[config.mk]
export PLATFORM = sky130hd
export DESIGN_NAME = mac_reg_access_arb
export DESIGN_NICKNAME = d
export VERILOG_FILES = /design/src/rtl/mac_reg_pkg.sv /design/src/rtl/mac_reg_rr_arb.sv /design/src/rtl/mac_reg_access_arb.sv
export SDC_FILE = /design/constraint.sdc
export NUM_CORES = 1
export LEC_CHECK = 0
export BUFFER_PORTS_ARGS = -buffer_cell sky130_fd_sc_hd__buf_2
export CAP_MARGIN = 20
export CORE_UTILIZATION = 39
export CTS_CLUSTER_SIZE = 24
export DETAILED_ROUTE_END_ITERATION = 6
export PLACE_DENSITY = 0.79
export SLEW_MARGIN = 20
export SYNTH_ARGS = -nofsm -noshare
export SYNTH_HDL_FRONTEND = slang
export SYNTH_SLANG_ARGS = --single-unit
[constraint.sdc]
create_clock -name i_clk -period 2.7 [get_ports i_clk]
set_clock_uncertainty 0.2 [all_clocks]
set_input_delay 0.135 -clock i_clk [delete_from_list [all_inputs] [get_ports i_clk]]
set_output_delay 0.135 -clock i_clk [all_outputs]
set_load 0.01 [all_outputs]
[src/rtl/mac_reg_pkg.sv]
// mac_reg_pkg: shared definitions for the MAC register access arbiter.
//   - FSM state encoding
//   - default MCI address/data widths
//   - timeout counter width and the read-data fill bit used on timeout
package mac_reg_pkg;

    typedef enum logic [1:0] {
        StIdle = 2'd0,
        StWait = 2'd1,
        StDone = 2'd2
    } state_e;

    localparam int unsigned DefAddrW = 14;
    localparam int unsigned DefDataW = 32;
    localparam int unsigned ToCntW   = 16;

    // Replicated to DATA_W bits, so a timed-out read returns all-ones.
    localparam bit RdFillBit = 1'b1;

endpackage

[src/rtl/mac_reg_rr_arb.sv]
// mac_reg_rr_arb: combinational round-robin arbiter.
// Ports:
//   req        in   NUM_CH  request vector
//   last_grant in   IDX_W   index of the previous winner (registered by parent)
//   gnt        out  NUM_CH  one-hot grant (all zero when no request)
//   gnt_idx    out  IDX_W   encoded grant index (0 when no request)
// The search starts at last_grant+1 and wraps around to last_grant.
module mac_reg_rr_arb #(
    parameter int unsigned NUM_CH = 2,
    parameter int unsigned IDX_W  = (NUM_CH > 1) ? $clog2(NUM_CH) : 1
) (
    input  logic [NUM_CH-1:0] req,
    input  logic [IDX_W-1:0]  last_grant,
    output logic [NUM_CH-1:0] gnt,
    output logic [IDX_W-1:0]  gnt_idx
);

    logic found;

    always_comb begin
        gnt     = '0;
        gnt_idx = '0;
        found   = 1'b0;
        // First pass: channels above last_grant, in ascending order.
        for (int c = 0; c < NUM_CH; c++) begin
            if (!found && req[c] && (c > int'(last_grant))) begin
                found   = 1'b1;
                gnt[c]  = 1'b1;
                gnt_idx = IDX_W'(c);
            end
        end
        // Second pass: wrap around to channels at or below last_grant.
        for (int c = 0; c < NUM_CH; c++) begin
            if (!found && req[c] && (c <= int'(last_grant))) begin
                found   = 1'b1;
                gnt[c]  = 1'b1;
                gnt_idx = IDX_W'(c);
            end
        end
    end

endmodule

[src/rtl/mac_reg_access_arb.sv]
// mac_reg_access_arb: round-robin bridge from NUM_CH register requesters onto
// one MAC control interface (MCI).
// Ports:
//   i_clk, i_rst         clock, asynchronous active-high reset
//   i_req/i_rdwn         per-channel request level and direction (1 = read)
//   i_addr/i_wdata/i_be  per-channel fields, channel c at [c*W +: W]
//   o_done/o_err         one-cycle completion pulse / timeout flag per channel
//   o_rdata              read data, valid with o_done
//   o_mci_*              MCI request (valid, addr, wdata, be, rdwn)
//   i_mci_ack/i_mci_rdata MCI completion and read data
// Optional feature: define MAC_REG_TIMEOUT_EN to abort accesses that wait
// TIMEOUT_CYC cycles without an ack. Otherwise WAIT lasts until ack and o_err is 0.
module mac_reg_access_arb
    import mac_reg_pkg::*;
#(
    parameter int unsigned NUM_CH      = 2,
    parameter int unsigned ADDR_W      = DefAddrW,
    parameter int unsigned DATA_W      = DefDataW,
    parameter int unsigned TIMEOUT_CYC = 255
) (
    input  logic                     i_clk,
    input  logic                     i_rst,
    input  logic [NUM_CH-1:0]        i_req,
    input  logic [NUM_CH-1:0]        i_rdwn,
    input  logic [NUM_CH*ADDR_W-1:0] i_addr,
    input  logic [NUM_CH*DATA_W-1:0] i_wdata,
    input  logic [NUM_CH*DATA_W/8-1:0] i_be,
    output logic [NUM_CH-1:0]        o_done,
    output logic [NUM_CH-1:0]        o_err,
    output logic [DATA_W-1:0]        o_rdata,
    output logic                     o_mci_val,
    output logic [ADDR_W-1:0]        o_mci_addr,
    output logic [DATA_W-1:0]        o_mci_wdata,
    output logic [DATA_W/8-1:0]      o_mci_be,
    output logic                     o_mci_rdwn,
    input  logic                     i_mci_ack,
    input  logic [DATA_W-1:0]        i_mci_rdata
);

    localparam int unsigned IDX_W = (NUM_CH > 1) ? $clog2(NUM_CH) : 1;
    localparam int unsigned BE_W  = DATA_W / 8;

    state_e              state_q, state_d;
    logic [IDX_W-1:0]    last_q, last_d;
    logic [NUM_CH-1:0]   done_q, done_d;
    logic [DATA_W-1:0]   rdata_q, rdata_d;
    logic                val_q, val_d;
    logic [ADDR_W-1:0]   addr_q, addr_d;
    logic [DATA_W-1:0]   wdata_q, wdata_d;
    logic [BE_W-1:0]     be_q, be_d;
    logic                rdwn_q, rdwn_d;

    logic [NUM_CH-1:0]   arb_gnt;
    logic [IDX_W-1:0]    arb_idx;
    logic [NUM_CH-1:0]   grant_oh;
    logic                timeout_fire;

    logic                sel_rdwn;
    logic [ADDR_W-1:0]   sel_addr;
    logic [DATA_W-1:0]   sel_wdata;
    logic [BE_W-1:0]     sel_be;

    mac_reg_rr_arb #(
        .NUM_CH (NUM_CH),
        .IDX_W  (IDX_W)
    ) u_rr_arb (
        .req        (i_req),
        .last_grant (last_q),
        .gnt        (arb_gnt),
        .gnt_idx    (arb_idx)
    );

    // One-hot mux of the winner's fields.
    always_comb begin
        sel_rdwn  = 1'b0;
        sel_addr  = '0;
        sel_wdata = '0;
        sel_be    = '0;
        for (int c = 0; c < NUM_CH; c++) begin
            if (arb_gnt[c]) begin
                sel_rdwn  = i_rdwn[c];
                sel_addr  = i_addr[c*ADDR_W +: ADDR_W];
                sel_wdata = i_wdata[c*DATA_W +: DATA_W];
                sel_be    = i_be[c*BE_W +: BE_W];
            end
        end
    end

    // last_q doubles as the current grant once a transaction is in flight.
    always_comb begin
        grant_oh = '0;
        for (int c = 0; c < NUM_CH; c++) begin
            grant_oh[c] = (last_q == IDX_W'(c));
        end
    end

`ifdef MAC_REG_TIMEOUT_EN
    logic [ToCntW-1:0] cnt_q, cnt_d;
    logic [NUM_CH-1:0] err_q, err_d;

    // Count 0..TIMEOUT_CYC-1 gives exactly TIMEOUT_CYC cycles of o_mci_val.
    assign timeout_fire = (state_q == StWait) && (cnt_q == ToCntW'(TIMEOUT_CYC - 1));

    always_comb begin
        cnt_d = cnt_q;
        if (state_q != StWait) begin
            cnt_d = '0;
        end else if (!i_mci_ack) begin
            cnt_d = cnt_q + 1'b1;
        end
    end

    always_ff @(posedge i_clk or posedge i_rst) begin
        if (i_rst) begin
            cnt_q <= '0;
            err_q <= '0;
        end else begin
            cnt_q <= cnt_d;
            err_q <= err_d;
        end
    end

    assign o_err = err_q;
`else
    logic unused_timeout_cfg;
    assign unused_timeout_cfg = (TIMEOUT_CYC == 0);
    assign timeout_fire       = 1'b0;
    assign o_err              = '0;
`endif

    always_comb begin
        state_d = state_q;
        last_d  = last_q;
        done_d  = '0;
        rdata_d = '0;
        val_d   = 1'b0;
        addr_d  = '0;
        wdata_d = '0;
        be_d    = '0;
        rdwn_d  = 1'b0;
`ifdef MAC_REG_TIMEOUT_EN
        err_d   = '0;
`endif
        case (state_q)
            StIdle: begin
                if (|i_req) begin
                    state_d = StWait;
                    last_d  = arb_idx;
                    val_d   = 1'b1;
                    addr_d  = sel_addr;
                    wdata_d = sel_rdwn ? '0 : sel_wdata;
                    be_d    = sel_be;
                    rdwn_d  = sel_rdwn;
                end
            end
            StWait: begin
                // Ack takes priority over a simultaneous timeout.
                if (i_mci_ack) begin
                    state_d = StDone;
                    done_d  = grant_oh;
                    if (rdwn_q) begin
                        rdata_d = i_mci_rdata;
                    end
                end else if (timeout_fire) begin
                    state_d = StDone;
                    done_d  = grant_oh;
                    rdata_d = {DATA_W{RdFillBit}};
`ifdef MAC_REG_TIMEOUT_EN
                    err_d   = grant_oh;
`endif
                end else begin
                    val_d   = 1'b1;
                    addr_d  = addr_q;
                    wdata_d = wdata_q;
                    be_d    = be_q;
                    rdwn_d  = rdwn_q;
                end
            end
            StDone: begin
                state_d = StIdle;
            end
            default: begin
                state_d = StIdle;
            end
        endcase
    end

    always_ff @(posedge i_clk or posedge i_rst) begin
        if (i_rst) begin
            state_q <= StIdle;
            last_q  <= IDX_W'(NUM_CH - 1);
            done_q  <= '0;
            rdata_q <= '0;
            val_q   <= 1'b0;
            addr_q  <= '0;
            wdata_q <= '0;
            be_q    <= '0;
            rdwn_q  <= 1'b0;
        end else begin
            state_q <= state_d;
            last_q  <= last_d;
            done_q  <= done_d;
            rdata_q <= rdata_d;
            val_q   <= val_d;
            addr_q  <= addr_d;
            wdata_q <= wdata_d;
            be_q    <= be_d;
            rdwn_q  <= rdwn_d;
        end
    end

    assign o_done      = done_q;
    assign o_rdata     = rdata_q;
    assign o_mci_val   = val_q;
    assign o_mci_addr  = addr_q;
    assign o_mci_wdata = wdata_q;
    assign o_mci_be    = be_q;
    assign o_mci_rdwn  = rdwn_q;

endmodule
==> results of run 1 <==
==> kinds of logic after synthesis <==
kind of cell | after synthesis | synth area share, %
simple gates | 94 | 13.5
flops | 89 | 57.8
buf+inv | 39 | 5.51
other cells | 1 | 0.0972
compound gates | 86 | 23.1
==> per-stage QoR <==
step / util, % / cells / cell area, um^2 / worst slack, ps
3_3_place_gp: 53.5 / 634 / 5040 / 253
3_5_place_dp: 53.5 / 634 / 5040 / 111
2_1_floorplan: - / 310 / 3860 / 59.7
==> Yosys cell counts <==
library cell  instances
nor2b_1               1
inv_1                 2
a32oi_1              32
or2_2                 1
o31ai_2              30
nand2_1              34
and3_4                1
nand2b_4              1
a21o_1                1
dfrtp_1              88
a21boi_2              1
a32o_2                1
o31ai_1               2
buf_6                 6
buf_2                 2
a221o_1              18
a32o_1                1
buf_4                 5
nor2_1                1
dfstp_2               1
nand2_2               1
nor3b_2               1
clkbuf_1             24
and3_1               50
and2_1                2
and3b_1               1
conb_1                1
==> reports/qor.txt, run 1 <==
Placer congestion estimate = 0.726
Synthesized instance count = 309
Exit stage = clock tree synthesis
Cell taking the most area after synthesis = dfrtp_1
Error = [ERROR RSZ-0060] Max buffer count reached.
H-tree Lvls = 3
Sequential-to-total area share from yosys stat = 57.8%
CTS root buf = clkbuf_8
Initial Utilization = 41.0%
Cts hold-fix bufs = 131
I/O pins = 227
Synth cell types = 27
Yosys warns = 0
Die width = 101 um
Post-DP HPWL = 7.65 mm
Mapped Area = 3860 um^2
CTS buffer count = 9
# clock sinks = 89
Rows = 35
Outcome = did not finish
CTS Buffer Depth = 2
Port Buffer Count = 224
Number of setup buffers added after CTS = 0
Synth top area cells = dfrtp_1 57%, o31ai_2 9.7%, and3_1 8.1%
Post-CTS Resized = 0
Synth top area share = 57.1%
Post-Syn Area per Cell = 12.5 um^2
Number of synthesized register bits = 89
Height of the die = 101 um
==> inputs of run 2 (changes only) <==
CORE_UTILIZATION = 25   (was 39)
CTS_CLUSTER_SIZE = unset   (was 24)
PLACE_DENSITY = unset   (was 0.79)
PLACE_DENSITY_LB_ADDON = 0.15   (was unset)
clock period = 3.5 ns   (was 2.7 ns; I/O delays follow)
==> run 2 against run 1 <==
  * The flow now finishes without violations
  * Synthesized cell count did not move
  * Area after synthesis did not move
==> reports/qor.txt, run 2 <==
CTS Buffer Depth = 2 (unchanged)
Most common cell after layout, fill and taps aside = buf_2
Placer congestion estimate = 0.708 (-2.5%)
Outcome = finished clean
GRT busiest layer = met2
Port Buffer Count = 224 (unchanged)
Tot Pwr = 3570 uW
GRT Residual Overflow = 0
CTS root buf = clkbuf_16
Die area = 15900 um^2
Slew HR = 32.0%
Number of synthesized register bits = 89 (unchanged)
RSZ-0062 raised after global routing = no
Final min period = 2500 ps
Synth Flop Type = dfrtp_1
Post-synth top cells = 88 x dfrtp_1, 50 x and3_1, 34 x nand2_1
Synth cell types = 27 (unchanged)
Final Max Slew Viols = 0
Post-CTS Resized = 0 (unchanged)
Post-DP Area = 5080 um^2 (+0.77%)
Max-Cap Viols = 0
Post-synth ARST share = 100% (unchanged)
Cell taking the most area after synthesis = dfrtp_1
Peak Freq = 0.400 GHz
Crit path kind = register to register
Final setup fails = 0
Worst r2r path cells = 4
Synth-to-layout area growth = 67.5%
Ant diodes = 0
Iter 0 DRT Violations = 177
CTS buffer count = 9 (unchanged)
Via count = 3838
CTS tree = yes
Vias in the first global route = 3916
H-tree Lvls = 3 (unchanged)
First-pass GRT wire length = 19.7 mm
Largest net degree at the start of global routing = 52
Most frequent cells in the layout = 224 x buf_2, 110 x dlygate4sd3_1, 88 x dfrtp_1
Total track usage = 15.9%
Hold Path Class = primary input to register
Antenna violations before repair = 0
# clock sinks = 89 (unchanged)
Peak supply drop = 0.236 mV
Wire length per cell = 15.1 um
Sequential-to-total area share from yosys stat = 57.8% (unchanged)
R2r startpoint = last_q$_DFFE_PP1P_
Initial Utilization = 25.5% (-16 points)
Height of the die = 126 um (+24%)
Hold wc startpoint = i_wdata[19]
FF-to-FF End = o_mci_wdata[31]$_DFFE_PP0P_
Hold path cells = 3
Rows = 45 (+29%)
Post-Route WL = 12.4 mm
Setup TNS = 0 ps
Worst-path clk slew = 60 ps
Worst reg-to-reg setup slack = 1000 ps
Fin. Hold Viols = 0
Synth top area share = 57.1% (unchanged)
WHS = 15.0 ps
Antenna viol nets, final = 0
Post-synth EDFFs = 0 (unchanged)
# nets final = 762
CP required = 3480 ps
Post-route cell area = 6460 um^2
Max FO, Critical Path = 34
GR Util met2 = 27.6%
CP startpoint kind = register
Core area = 15100 um^2
Synthesized instance count = 309 (unchanged)
Clock Latency Late Sink = 330 ps
I/O pins = 227 (unchanged)
Count leader, synth = dfrtp_1
Mapped Area = 3860 um^2 (unchanged)
Post-Syn Area per Cell = 12.5 um^2 (unchanged)
Met1 Use GR = 19.1%
WHS Endpoint = o_mci_wdata[19]$_DFFE_PP0P_
DRC Markers = 0
Crit path DAT = 2470 ps
Worst Max-Slew Pin Slew = 1020 ps
Pwr/cell area = 553 nW/um^2
Yosys warns = 0 (unchanged)
Layout cell share with drive strength beyond 1 = 45.2%
Via-to-Cell Ratio = 4.70
Die width = 126 um (+24%)
Crit. End Element = register
Leakage power = 0.00348 uW
Post-DP HPWL = 7.92 mm (+3.6%)
Grt met3 use = 3.53%
Tcrit/Tclk final = 71.4%
Pre-Repair DR Iteration Count = 4
Synth top area cells = dfrtp_1 57%, o31ai_2 9.7%, and3_1 8.1%
==> run 2: cell counts after synthesis <==
Identical to the previous run, type by type.
==> run 2: layer usage <==
layer / routed length, um / share of wire, %
met2: 6150 / 50
met3: 816 / 6.6
met1: 5230 / 42
met5: 0 / 0
met4: 166 / 1.3
==> run 2: critical path: stages, from the launching register on <==
cell      delay [ps]
dfstp_2          580
nand2b_4         380
a32o_2           700
buf_4            380
o31ai_2          100
==> run 2: logic make-up after synthesis <==
group	count (synthesis)	synth area share, %
flip-flops	89	57.8
AO/OA/AOI/OAI	86	23.1
other	1	0.0972
buffers and inverters	39	5.51
AND/OR/NAND/NOR	94	13.5
==> run 2: metrics by stage <==
step	utilization (%)	setup WS, ps	instances
floorplan	-	820	310
global placement	33.5	999	690
detailed placement	33.5	973	690
CTS	42.7	971	816
global route	42.7	877	816
finish	42.7	1000	816
==> run 2: power breakdown <==
group | switching, uW | leakage [uW] | internal, uW
clock | 391 | 0.000136 | 504
sequential | 139 | 0.00121 | 1240
combinational | 695 | 0.00213 | 604
==> run 2: worst max-delay path by stage <==
stage                      startpoint                     endpoint
3_5_place_dp       last_q$_DFFE_PP1P_  o_mci_wdata[27]$_DFFE_PP0P_
5_1_grt        state_q[1]$_DFFE_PP0P_   o_mci_addr[11]$_DFFE_PP0P_
6_report           last_q$_DFFE_PP1P_  o_mci_wdata[31]$_DFFE_PP0P_
3_3_place_gp       last_q$_DFFE_PP1P_  o_mci_wdata[26]$_DFFE_PP0P_
2_1_floorplan                   i_rst          o_done[0]$_DFF_PP0_
4_1_cts            last_q$_DFFE_PP1P_  o_mci_wdata[31]$_DFFE_PP0P_
==> run 2: final cells by class <==
type                       instances  area, um^2
fill                            1453        8680
multi-input combinational        182        1440
clock inverter                     5        38.8
sequential                        89        2230
timing repair buffer             339        2270
inverter                           2        8.76
tap                              188         235
clock buffer                      11         243
==> run 2: what timing repair did <==
action,in CTS,in global routing
hold buffers,110,0
hold endpoints to repair,125,0
buffers inserted,0,0
Power figures use the tool's default switching activity.
==> inputs of run 3 (changes only) <==
clock period = 2.43 ns   (was 3.5 ns; I/O delays follow)
==> run 3 against run 2 <==
  * First-iteration DRC count decreased by 16%
  * Flip-flop and latch count unchanged
  * Non-clock buffer count increased by 31
  * Fmax increased by 9.5%
  * Cell area increased by 5.3%
  * Critical path type unchanged
  * Highest routed layer unchanged
==> reports/qor.txt, run 3 (synthesis gave the netlist of run 2 again) <==
Outcome = finished clean
Final min period = 2280 ps (-216 ps)
Peak Freq = 0.438 GHz (+9.5%)
Peak supply drop = 0.394 mV (+67%)
RSZ-0062 raised after global routing = no
CTS buffer count = 9 (unchanged)
FF-to-FF End = o_mci_addr[9]$_DFFE_PP0P_
# clock sinks = 89 (unchanged)
Iter 0 DRT Violations = 148 (-16%)
Crit path kind = register to register
CP startpoint kind = register
Height of the die = 126 um (unchanged)
CP cell instances = nand2b_4, and3_4, a221o_1, dlygate4sd3_1
First-pass GRT wire length = 20.3 mm (+3.0%)
# nets final = 793 (+4.1%)
Antenna violations before repair = 0 (unchanged)
Pre-Repair DR Iteration Count = 4 (unchanged)
Vias in the first global route = 4087 (+4.4%)
Fin. Hold Viols = 0 (unchanged)
Crit path launch = last_q$_DFFE_PP1P_
Tcrit/Tclk final = 94.0% (+23 points)
Most frequent cells in the layout = 224 x buf_2, 134 x dlygate4sd3_1, 88 x dfrtp_1
Via count = 3973 (+3.5%)
I/O pins = 227 (unchanged)
Port Buffer Count = 224 (unchanged)
CP required = 2500 ps (-980 ps)
Final core occ = 44.9% (+2.3 points)
Crit. End Element = register
Core area = 15100 um^2 (unchanged)
Total track usage = 16.3% (+0.44 points)
Final Max Slew Viols = 0 (unchanged)
Post-route cell area = 6810 um^2 (+5.3%)
Post-Route WL = 13.0 mm (+5.0%)
H-tree Lvls = 3 (unchanged)
Worst Max-Slew Pin Slew = 867 ps (-150 ps)
Wire length per cell = 15.3 um (+1.2%)
CTS root buf = clkbuf_16
Clock Latency Late Sink = 340 ps (about the same)
Post-DP Area = 5160 um^2 (+1.6%)
Number of setup buffers added after CTS = 0 (unchanged)
Max-Cap Viols = 0 (unchanged)
Crit path DAT = 2350 ps (-120 ps)
Pwr/cell area = 801 nW/um^2 (+45%)
Placer congestion estimate = 0.706 (-0.30%)
Max FO, Critical Path = 18 (-47%)
Largest net degree at the start of global routing = 90 (+73%)
Post-DP HPWL = 7.91 mm (-0.15%)
CTS Buffer Depth = 2 (unchanged)
Most common cell after layout, fill and taps aside = buf_2
R2r startpoint = last_q$_DFFE_PP1P_
Max incr delay on CP = 580 ps (-120 ps)
Via-to-Cell Ratio = 4.69 (-0.27%)
Die width = 126 um (unchanged)
Initial Utilization = 25.5% (unchanged)
Setup TNS = 0 ps (unchanged)
Antenna viol nets, final = 0 (unchanged)
Layout cell share with drive strength beyond 1 = 44.2% (-1.1 points)
Die area = 15900 um^2 (unchanged)
GRT Residual Overflow = 0 (unchanged)
Ant diodes = 0 (unchanged)
Synth-to-layout area growth = 76.4%
Hold Path Class = primary input to register
Leakage power = 0.00361 uW (+3.8%)
DRC Markers = 0 (unchanged)
Setup crit end = o_mci_addr[9]$_DFFE_PP0P_
Worst reg-to-reg setup slack = 150 ps (-850 ps)
Worst r2r path cells = 4 (unchanged)
CTS tree = yes
Max stage delay cell, worst path = dfstp_2
Worst-path clk slew = 60 ps (about the same)
Rows = 45 (unchanged)
Final setup fails = 0 (unchanged)
Slew HR = 42.2% (+10 points)
## run 3: cell count changes in the layout (fill, tap and decap cells not counted), sizes merged
| cell | change |
|---|---|
| buf | +7 |
| bufinv | +1 |
| clkbuf | -2 |
| clkinv | -2 |
| clkinvlp | +1 |
| dlygate4sd3 | +24 |
| inv | +2 |
## run 3: final cells by class
cell class	count	area [um^2]
clock inverter	7	77.6
multi-input combinational	182	1430
clock buffer	9	225
sequential	89	2230
timing repair buffer	370	2590
fill	1448	8340
tap	188	235
inverter	2	11.3
## run 3: worst min-delay path by stage
stage,depth (start not counted),from,endpoint,slack (ps)
after global placement,3,i_rst,o_mci_addr[0]$_DFFE_PP0P_,100
after detailed placement,3,i_rst,o_mci_addr[0]$_DFFE_PP0P_,100
final,3,i_req[1],o_mci_rdwn$_DFFE_PP0P_,30
after floorplan,1,i_addr[0],o_mci_addr[0]$_DFFE_PP0P_,70
after global routing,3,i_req[1],o_mci_rdwn$_DFFE_PP0P_,50
after CTS,3,i_req[1],o_mci_rdwn$_DFFE_PP0P_,10
## run 3: critical path, delay by kind of cell, from the launching register on
kind	cells	cell delay, ps
simple gates	2	670
flops	1	580
compound gates	1	200
buf+inv	1	550
## run 3: per-layer routing
| metal | track usage (%) | wire (um) | up-vias |
|---|---|---|---|
| met1 | 19.1 | 5530 | 1927 |
| li1 | - | - | 1863 |
| met2 | 28.4 | 6370 | 166 |
| met3 | 4.12 | 850 | 17 |
| met5 | 0 | 0 | - |
| met4 | 6.73 | 230 | 0 |
## run 3: timing repair
action | in CTS | in global routing
resized for setup | 0 | 1
hold buffers | 134 | 0
setup endpoints to repair | 0 | 1
endpoints found under the hold margin | 171 | 0
## run 3: report_power, final
part	leakage, uW	switching (uW)	internal (uW)
registers	0.00121	196	1780
logic	0.00225	1040	1010
clock network	0.000147	608	808
## run 3: stage by stage
stage | total power [uW] | setup WS, ps | hold WS, ps | cells
3_3_place_gp | 3660 | 659 | 101 | 697
3_5_place_dp | 3680 | 632 | 101 | 697
2_1_floorplan | 2990 | 805 | 66.4 | 310
4_1_cts | 5510 | 100 | 15.0 | 847
5_1_grt | 5770 | 64.5 | 49.7 | 847
6_report | 5450 | 146 | 25.8 | 847
==> inputs of run 4 (changes only) <==
CORE_UTILIZATION = 44   (was 25)
==> run 4 against run 3 <==
  * The run now fails in clock tree synthesis
  * Synthesized cell count unchanged
  * Area after synthesis stayed put
==> reports/qor.txt, run 4 <==
Synthesized instance count = 309 (unchanged)
Post-synth EDFFs = 0 (unchanged)
Post-DP HPWL = 7.55 mm (-4.5%)
Cell taking the most area after synthesis = dfrtp_1
Number of setup buffers added after CTS = 0 (unchanged)
Cts hold-fix bufs = 127 (-5.2%)
Number of synthesized register bits = 89 (unchanged)
Yosys warns = 0 (unchanged)
H-tree Lvls = 3 (unchanged)
Error = [ERROR RSZ-0060] Max buffer count reached.
Height of the die = 95.6 um (-24%)
Outcome = did not finish
Sequential-to-total area share from yosys stat = 57.8% (unchanged)
CTS root buf = clkbuf_8
Post-DP Area = 5050 um^2 (-2.0%)
Synth top area share = 57.1% (unchanged)
Synth top area cells = dfrtp_1 57%, o31ai_2 9.7%, and3_1 8.1%
Exit stage = clock tree synthesis
Mapped Area = 3860 um^2 (unchanged)
# clock sinks = 89 (unchanged)
Initial Utilization = 46.2% (+21 points)
CTS Buffer Depth = 2 (unchanged)
Post-synth top cells = 88 x dfrtp_1, 50 x and3_1, 34 x nand2_1
CTS buffer count = 9 (unchanged)
Die width = 95.6 um (-24%)
Synth cell types = 27 (unchanged)
Rows = 33 (-27%)
Post-Syn Area per Cell = 12.5 um^2 (unchanged)
Placer congestion estimate = 0.717 (+1.6%)
Port Buffer Count = 224 (unchanged)
I/O pins = 227 (unchanged)
Post-CTS Resized = 0 (unchanged)
Count leader, synth = dfrtp_1
Synth Flop Type = dfrtp_1
Post-synth ARST share = 100% (unchanged)
-- run 4: cell counts after synthesis --
No cell type changed its count.
-- run 4: kinds of logic after synthesis --
kind of cell	Yosys count	share of synthesized area, %
AND/OR/NAND/NOR	94	13.5
flip-flops	89	57.8
other	1	0.0972
AO/OA/AOI/OAI	86	23.1
buffers and inverters	39	5.51
-- run 4: through the flow --
step	hold slack (ps)	setup WS (ps)	std cells
3_3_place_gp	83.0	510	614
3_5_place_dp	87.5	462	614
2_1_floorplan	66.4	805	310
